[config.mk]
export PLATFORM = sky130hd
export DESIGN_NAME = fpu_postproc_arb_flat
export DESIGN_NICKNAME = d
export VERILOG_FILES = /design/src/rtl/fpu_postproc_arb_pkg.sv /design/src/rtl/fpu_postproc_arb_if.sv /design/src/rtl/fpu_postproc_skid.sv /design/src/rtl/fpu_postproc_arb.sv /design/src/flat_wrapper.sv
export SDC_FILE = /design/constraint.sdc
export NUM_CORES = 1
export LEC_CHECK = 0
export ABC_AREA = 1
export BUFFER_PORTS_ARGS = -buffer_cell sky130_fd_sc_hd__buf_2
export CAP_MARGIN = 10
export CORE_ASPECT_RATIO = 0.8
export CORE_UTILIZATION = 30
export DETAILED_ROUTE_END_ITERATION = 16
export PLACE_DENSITY = 0.62
export SLEW_MARGIN = 20
export SYNTH_ARGS = -nofsm -noshare
export SYNTH_HDL_FRONTEND = slang
export SYNTH_HIERARCHICAL = 1
export SYNTH_SLANG_ARGS = --single-unit
[constraint.sdc]
create_clock -name clk -period 1.5 [get_ports clk]
set_input_delay 0.225 -clock clk [delete_from_list [all_inputs] [get_ports clk]]
set_output_delay 0.225 -clock clk [all_outputs]
set_load 0.02 [all_outputs]
[src/rtl/fpu_postproc_arb_pkg.sv]
// Shared types for the FPU post-processing arbiter: source select encoding and tag width.
package fpu_postproc_arb_pkg;
  localparam int POSTPROC_TAG_W = 5;

  typedef enum logic [1:0] {PP_NONE, PP_FMA, PP_DIV} postproc_src_t;
endpackage

[src/rtl/fpu_postproc_arb_if.sv]
// Handshake bundle between the FMA/divsqrt producers, the arbiter and the postprocessor.
interface fpu_postproc_arb_if;
  import fpu_postproc_arb_pkg::*;

  logic                      FmaValid;
  logic [POSTPROC_TAG_W-1:0] FmaRd;
  logic                      FmaReady;
  logic                      DivValid;
  logic [POSTPROC_TAG_W-1:0] DivRd;
  logic                      DivReady;
  logic                      PostReady;
  logic                      PostValid;
  logic                      PostFmaOp;
  logic                      PostDivOp;
  logic [POSTPROC_TAG_W-1:0] PostRd;
  logic                      DivStarved;

  // master: the surrounding FPU (producers and writeback); slave: the arbiter
  modport master (
    output FmaValid, FmaRd, DivValid, DivRd, PostReady,
    input  FmaReady, DivReady, PostValid, PostFmaOp, PostDivOp, PostRd, DivStarved
  );

  modport slave (
    input  FmaValid, FmaRd, DivValid, DivRd, PostReady,
    output FmaReady, DivReady, PostValid, PostFmaOp, PostDivOp, PostRd, DivStarved
  );
endinterface

[src/rtl/fpu_postproc_skid.sv]
// One-entry valid+tag buffer holding a divsqrt result that lost arbitration.
module fpu_postproc_skid
  import fpu_postproc_arb_pkg::*;
(
  input  logic                      clk,
  input  logic                      reset,
  input  logic                      flush,
  input  logic                      load,
  input  logic                      drain,
  input  logic [POSTPROC_TAG_W-1:0] loadRd,
  output logic                      full,
  output logic [POSTPROC_TAG_W-1:0] rd
);

  // load and drain never coincide: the arbiter only accepts a div while empty
  always_ff @(posedge clk) begin
    if (reset | flush)  full <= 1'b0;
    else if (load)      full <= 1'b1;
    else if (drain)     full <= 1'b0;
  end

  always_ff @(posedge clk) begin
    if (load) rd <= loadRd;
  end
endmodule

[src/rtl/fpu_postproc_arb.sv]
// Arbitrates the shared FPU postprocessor between FMA and divsqrt with a registered issue stage.
// Optional: define POSTPROC_DIV_STARVE_EN to let a long-buffered div override FMA priority.
module fpu_postproc_arb
  import fpu_postproc_arb_pkg::*;
#(
  parameter int STARVE_LIMIT = 4
) (
  input  logic                clk,
  input  logic                reset,
  input  logic                FlushE,
  fpu_postproc_arb_if.slave   bus
);

  logic                      kill;
  logic                      advance;
  logic                      divReady;
  logic                      divBypass;
  logic                      skidFull;
  logic                      skidLoad;
  logic                      skidDrain;
  logic                      starved;
  logic [POSTPROC_TAG_W-1:0] skidRd;
  logic [POSTPROC_TAG_W-1:0] grantRd;
  logic [POSTPROC_TAG_W-1:0] issueRd_p1;
  postproc_src_t             grantSrc;
  postproc_src_t             issueSrc_p1;

  assign kill     = reset | FlushE;
  assign advance  = (issueSrc_p1 == PP_NONE) | bus.PostReady;
  assign divReady = ~skidFull & ~kill;
  assign skidLoad = bus.DivValid & divReady & ~divBypass;

  fpu_postproc_skid u_skid (
    .clk    (clk),
    .reset  (reset),
    .flush  (FlushE),
    .load   (skidLoad),
    .drain  (skidDrain),
    .loadRd (bus.DivRd),
    .full   (skidFull),
    .rd     (skidRd)
  );

`ifdef POSTPROC_DIV_STARVE_EN
  localparam logic [3:0] LIMIT = 4'(STARVE_LIMIT);
  logic [3:0] waitCnt;

  // counts cycles the buffered div has been passed over, holding at the limit
  always_ff @(posedge clk) begin
    if (kill | ~skidFull | skidDrain) waitCnt <= '0;
    else if (waitCnt != LIMIT)        waitCnt <= waitCnt + 4'd1;
  end

  assign starved = (waitCnt == LIMIT);
`else
  assign starved = 1'b0;
`endif

  // grant select: next state of the issue stage
  always_comb begin
    grantSrc  = PP_NONE;
    grantRd   = '0;
    skidDrain = 1'b0;
    divBypass = 1'b0;
    if (!kill && advance) begin
      if (skidFull && starved) begin
        grantSrc  = PP_DIV;
        grantRd   = skidRd;
        skidDrain = 1'b1;
      end else if (bus.FmaValid) begin
        grantSrc  = PP_FMA;
        grantRd   = bus.FmaRd;
      end else if (skidFull) begin
        grantSrc  = PP_DIV;
        grantRd   = skidRd;
        skidDrain = 1'b1;
      end else if (bus.DivValid) begin
        grantSrc  = PP_DIV;
        grantRd   = bus.DivRd;
        divBypass = 1'b1;
      end
    end
  end

  // ---- issue stage (p1) ----
  always_ff @(posedge clk) begin
    if (kill) begin
      issueSrc_p1 <= PP_NONE;
      issueRd_p1  <= '0;
    end else if (advance) begin
      issueSrc_p1 <= grantSrc;
      issueRd_p1  <= grantRd;
    end
  end

  always_comb begin
    bus.PostValid  = (issueSrc_p1 != PP_NONE);
    bus.PostFmaOp  = (issueSrc_p1 == PP_FMA);
    bus.PostDivOp  = (issueSrc_p1 == PP_DIV);
    bus.PostRd     = issueRd_p1;
    bus.FmaReady   = (grantSrc == PP_FMA);
    bus.DivReady   = divReady;
    bus.DivStarved = starved;
  end
endmodule

[src/flat_wrapper.sv]
// flat-port wrapper written by rule: the top's interface ports become plain ports
module fpu_postproc_arb_flat import fpu_postproc_arb_pkg::*;
#(
  parameter int STARVE_LIMIT = 4
)
  (clk, reset, FlushE, bus_FmaValid, bus_FmaRd, bus_DivValid, bus_DivRd, bus_PostReady, bus_FmaReady, bus_DivReady, bus_PostValid, bus_PostFmaOp, bus_PostDivOp, bus_PostRd, bus_DivStarved);
  fpu_postproc_arb_if bus_i ();
  input  logic clk;
  input  logic reset;
  input  logic FlushE;
  input wire logic [$bits(bus_i.FmaValid)-1:0] bus_FmaValid;
  input wire logic [$bits(bus_i.FmaRd)-1:0] bus_FmaRd;
  input wire logic [$bits(bus_i.DivValid)-1:0] bus_DivValid;
  input wire logic [$bits(bus_i.DivRd)-1:0] bus_DivRd;
  input wire logic [$bits(bus_i.PostReady)-1:0] bus_PostReady;
  output wire logic [$bits(bus_i.FmaReady)-1:0] bus_FmaReady;
  output wire logic [$bits(bus_i.DivReady)-1:0] bus_DivReady;
  output wire logic [$bits(bus_i.PostValid)-1:0] bus_PostValid;
  output wire logic [$bits(bus_i.PostFmaOp)-1:0] bus_PostFmaOp;
  output wire logic [$bits(bus_i.PostDivOp)-1:0] bus_PostDivOp;
  output wire logic [$bits(bus_i.PostRd)-1:0] bus_PostRd;
  output wire logic [$bits(bus_i.DivStarved)-1:0] bus_DivStarved;
  assign bus_i.FmaValid = bus_FmaValid;
  assign bus_i.FmaRd = bus_FmaRd;
  assign bus_i.DivValid = bus_DivValid;
  assign bus_i.DivRd = bus_DivRd;
  assign bus_i.PostReady = bus_PostReady;
  assign bus_FmaReady = bus_i.FmaReady;
  assign bus_DivReady = bus_i.DivReady;
  assign bus_PostValid = bus_i.PostValid;
  assign bus_PostFmaOp = bus_i.PostFmaOp;
  assign bus_PostDivOp = bus_i.PostDivOp;
  assign bus_PostRd = bus_i.PostRd;
  assign bus_DivStarved = bus_i.DivStarved;
  fpu_postproc_arb #(.STARVE_LIMIT(STARVE_LIMIT)) u_core (.clk(clk), .reset(reset), .FlushE(FlushE), .bus(bus_i));
endmodule
* Yosys cells after proc, flatten, opt, wreduce, memory -nomap -nowiden *
Cells that the tools add are included.

storage, ports and cells
  register bits = 13
  output and inout port bits = 11

operators by class
  equal/unequal tests = 3
  mux-type cells = 17
  bitwise operators = 8
  reduce and logical (&&, ||, !) cells = 5

operators by type and width
  operator                                        number
  2-to-1 mux 5 bit                                4
  2-to-1 mux 1 bit                                9
  2-to-1 mux 2 bit                                4
  == test 2 x 1 -> 1 bit (second input constant)  2
  nonzero test 2 bit                              2
  AND 1 bit                                       3
  inverter 1 bit                                  3
  == test 2 bit (second input constant)           1
  zero test 2 bit                                 1
  bitwise OR 1 bit                                2
  logical AND 1 bit                               1
  zero test 1 bit                                 1

* Longest topological paths before layout *
  depth after elaboration = 7
  gate-level depth with buffers = 8

* By module *
The synthesis kept the hierarchy.

by module, submodules not included
  module             times used  cells each  area each (um2)  sequential area each (um2)
  fpu_postproc_arb   1           71          464.2            140.1
  fpu_postproc_skid  1           13          201.4            170.2

* Least setup slack after synthesis *
OpenSTA, ideal clock, no wires.

  path type = input port to flip-flop
  start point = input port FlushE
  end point = register u_core.u_skid.rd[0], enable pin
  data arrival time = 1.186 ns
  slack = -0.033 ns
  stages = 5
  buffers on the path = 0
  cells stage by stage = nor2_1 -> inv_2 -> nor2_1 -> nand2_1 -> nor2_1

between the ends
  elaborated cells between the ends (all ways) = 9
  classes of those cells = mux: 1; bitwise: 6; reduce/logical: 2

RTL lines
  what                     line                     text
  start, declared          flat_wrapper.sv:10       input logic FlushE;
  bitwise OR 1 bit         fpu_postproc_arb.sv:28   assign kill = reset | FlushE;
  inverter 1 bit           fpu_postproc_arb.sv:30   assign divReady = ~skidFull & ~kill;
  AND 1 bit                fpu_postproc_arb.sv:30
  via bus_DivReady         flat_wrapper.sv:17       output wire logic [$bits(bus_i.DivReady)-1:0] bus_DivReady;
  AND 1 bit (2 in series)  fpu_postproc_arb.sv:31   assign skidLoad = bus.DivValid & divReady & ~divBypass;
  via u_core.skidLoad      fpu_postproc_arb.sv:19   logic skidLoad;
  end signal, assigned     fpu_postproc_skid.sv:23  if (load) rd <= loadRd;
  end, declared            fpu_postproc_skid.sv:12  output logic [POSTPROC_TAG_W-1:0] rd

The timed path passes the listed nets, and every way through them passes these cells.
A chain may end at the register's enable or synchronous reset.

* Worst setup path after layout *
  start point = register u_core.issueSrc_p1[1]
  end point = output port bus_FmaReady

between the ends
  cells in the longest elaborated chain, start to end = 5

RTL lines
  what                    line                     text
  start, declared         fpu_postproc_arb.sv:26   postproc_src_t issueSrc_p1;
  start signal, assigned  fpu_postproc_arb.sv:91   issueSrc_p1 <= grantSrc;
  zero test 2 bit         fpu_postproc_arb.sv:29   assign advance = (issueSrc_p1 == PP_NONE) | bus.PostReady;
  bitwise OR 1 bit        fpu_postproc_arb.sv:29
  logical AND 1 bit       fpu_postproc_arb.sv:65   if (!kill && advance) begin
  2-to-1 mux 2 bit        fpu_postproc_arb.sv:65
  == test 2 x 1 -> 1 bit  fpu_postproc_arb.sv:101  bus.FmaReady = (grantSrc == PP_FMA);
  end, declared           flat_wrapper.sv:16       output wire logic [$bits(bus_i.FmaReady)-1:0] bus_FmaReady;

Every way passes these cells.

==> results.cfg <==
[clock_tree]
cts_tree = done
htreeDepth = 1
cts_buffer_depth = 2
cts_root_buffer = clkbuf_4
numCtsBuffers = 3
clkSinkCount = 13
clock_latency_ps = 270
clk_pin_slew_ps = 80

[timing]
skew_ps = 1.925
drv_slew = 0
grt_setup_unrepaired = yes
hold-worst-slack_ps = 143.3
fin_crit_sh_pct = 96.79
fmax_ghz = 0.6887
min_period_ps = 1452
setup-violations-final = 0
fin_ws_ps = 48.09
finalHoldViolations = 0

[floorplan]
core-area_um2 = 1979
fp.dieW_um = 54.67
ioPinCount = 27
dieArea_um2 = 2412
chipHeight_um = 44.13
std_cell_rows = 14
initial_core_util_pct = 33.63

[global_route]
grt_overflow = 0
grt_first_pass_wirelength_um = 2325
grt_pass1_vias = 569
grt_max_degree = 10
track_usage_pct = 13.79
antenna_found_initial = 0

[routing]
first_iter_violations = 9
ant_nets = 0
wl_per_cell_um = 11.09
vias = 634
drc = 0
drt_first_pass_iters = 4
vias_per_cell = 4.529
drt_wl_total_um = 1552

[power]
p_sw_share_pct = 26.88
p_int_mw = 0.5319
power_density_nw_per_um2 = 805.2
total_power_mw = 0.7274
combPwrFrac_pct = 18.0
clkPwrFrac_pct = 29.8
leakagePower_nw = 0.4022
power.switching_mw = 0.1955
vdd_ir_drop_max_uv = 504.9
seqPwrFrac_pct = 52.2

[critical_path]
cp.arrival_ps = 1230
required_ps = 1270
critPathKind = register to output port
cp-start-kind = register
endpoint_kind = output port
worstPathMaxFanout = 4

[run]
drv_cap = 0

[synthesis]
yosysTopAreaCell = dfxtp_1
syn_nets = 100
syn_avg_cell_area_um2 = 7.924
synth_area_leaders = dfxtp_1, edfxtp_1, a21oi_1, nand3_1, nand2_1
synth_top_area_share_pct = 24.06
syn_inst = 84
synthDistinctLibCells = 19
ys_seq_area_share_pct = 46.62
mappedNetlistArea_um2 = 665.6
yosys_warnings = 6
ys_ff_latch = 13

[placement]
io_buffers = 25
dp_slack_ps = 172.7
gp_congestion = 0.8097
hpwl_um = 1161
place_inst = 131

[cells_and_area]
syn2layout_area_growth_pct = 35.71
stdcell_count = 140
final_common_cell = buf_2
antenna_cells = 0
drive_gt1_share_pct = 41.38
fillers = 215
final_cell_mix = buf_2, nand2_1, a21oi_1, nand3_1, inv_1
fin_nets = 133

[worst_hold_path]
min_path_type = primary input to register

[run_status]
outcome = complete, no violations
## layout make-up
cell class / instances / area (um^2) / area share, %
multi-input combinational: 56 / 307.8 / 34.07
sequential: 13 / 315.3 / 34.90
timing repair buffer: 31 / 176.4 / 19.53
clock buffer: 4 / 26.28 / 2.909
tap: 24 / 30.03 / 3.324
inverter: 12 / 47.55 / 5.263
## Yosys cell counts, drive strengths merged
cell / n
dfxtp: 8
or2: 5
nor2: 10
nand2: 14
conb: 1
buf: 3
nand3: 11
nor3: 1
edfxtp: 5
o21ai: 2
inv: 12
a21oi: 12
## state kept, by name, summed over array words and instances, names as in the netlist
register,count
u_core/u_skid/rd,5
u_core/issueSrc_p1,2
u_core/u_skid/full,1
u_core/bus.PostRd,5
## timing repair
action	in CTS	in global routing
pin swaps	2	4
setup buffers	3	2
resized for setup	3	6
cloned	0	0
endpoints found under the setup margin	1	2
hold buffers	0	0
## through the flow
stage | cell area, um^2 | util, % | setup TNS [ps]
final | 903.4 | 45.64 | 0
after global routing | 903.4 | 45.64 | -24.71
after global placement | 813.3 | 41.09 | 0
after floorplan | 668.1 | - | 0
after CTS | 870.8 | 43.99 | 0
after detailed placement | 813.3 | 41.09 | 0
## power by group through the flow
stage / clock network, mW / logic, mW / registers, mW
after CTS: 0.226 / 0.124 / 0.381
after global routing: 0.245 / 0.145 / 0.381
after detailed placement: 0 / 0.113 / 0.388
after global placement: 0 / 0.112 / 0.388
after floorplan: 0 / 0.0704 / 0.390
final: 0.217 / 0.131 / 0.380
## per-layer routing
layer | global-route usage, % | routed length, um | vias to the layer above
met5 | 0 | 0 | -
met4 | 6.154 | 0 | 0
met3 | 3.093 | 103 | 0
met1 | 19.53 | 750 | 277
li1 | - | - | 334
met2 | 19.76 | 697 | 23
## critical path, cell delays in order (launching register included)
cell     delay (ps)
dfxtp_4         360
nor2_4          130
nor2_4           60
nor2_8          130
inv_4            50
nor2_4          100
buf_6           120
## kinds of logic after synthesis
logic type	share of synthesized area (%)
flops	46.62
buf+inv	9.398
compound gates	11.09
simple gates	32.33
other cells	0.5634
## final timing paths
check,startpoint,end,slack (ps),depth (start not counted)
setup reg to reg,u_core/issueSrc_p1[0],u_core/u_skid/rd[4],170,6
setup / recovery,u_core/issueSrc_p1[1],bus_FmaReady,50,6
hold / removal,bus_DivRd[0],u_core/u_skid/rd[0],140,1
hold reg to reg,u_core/bus.PostRd[3],u_core/bus.PostRd[3],460,2
Power figures use the tool's default switching activity.
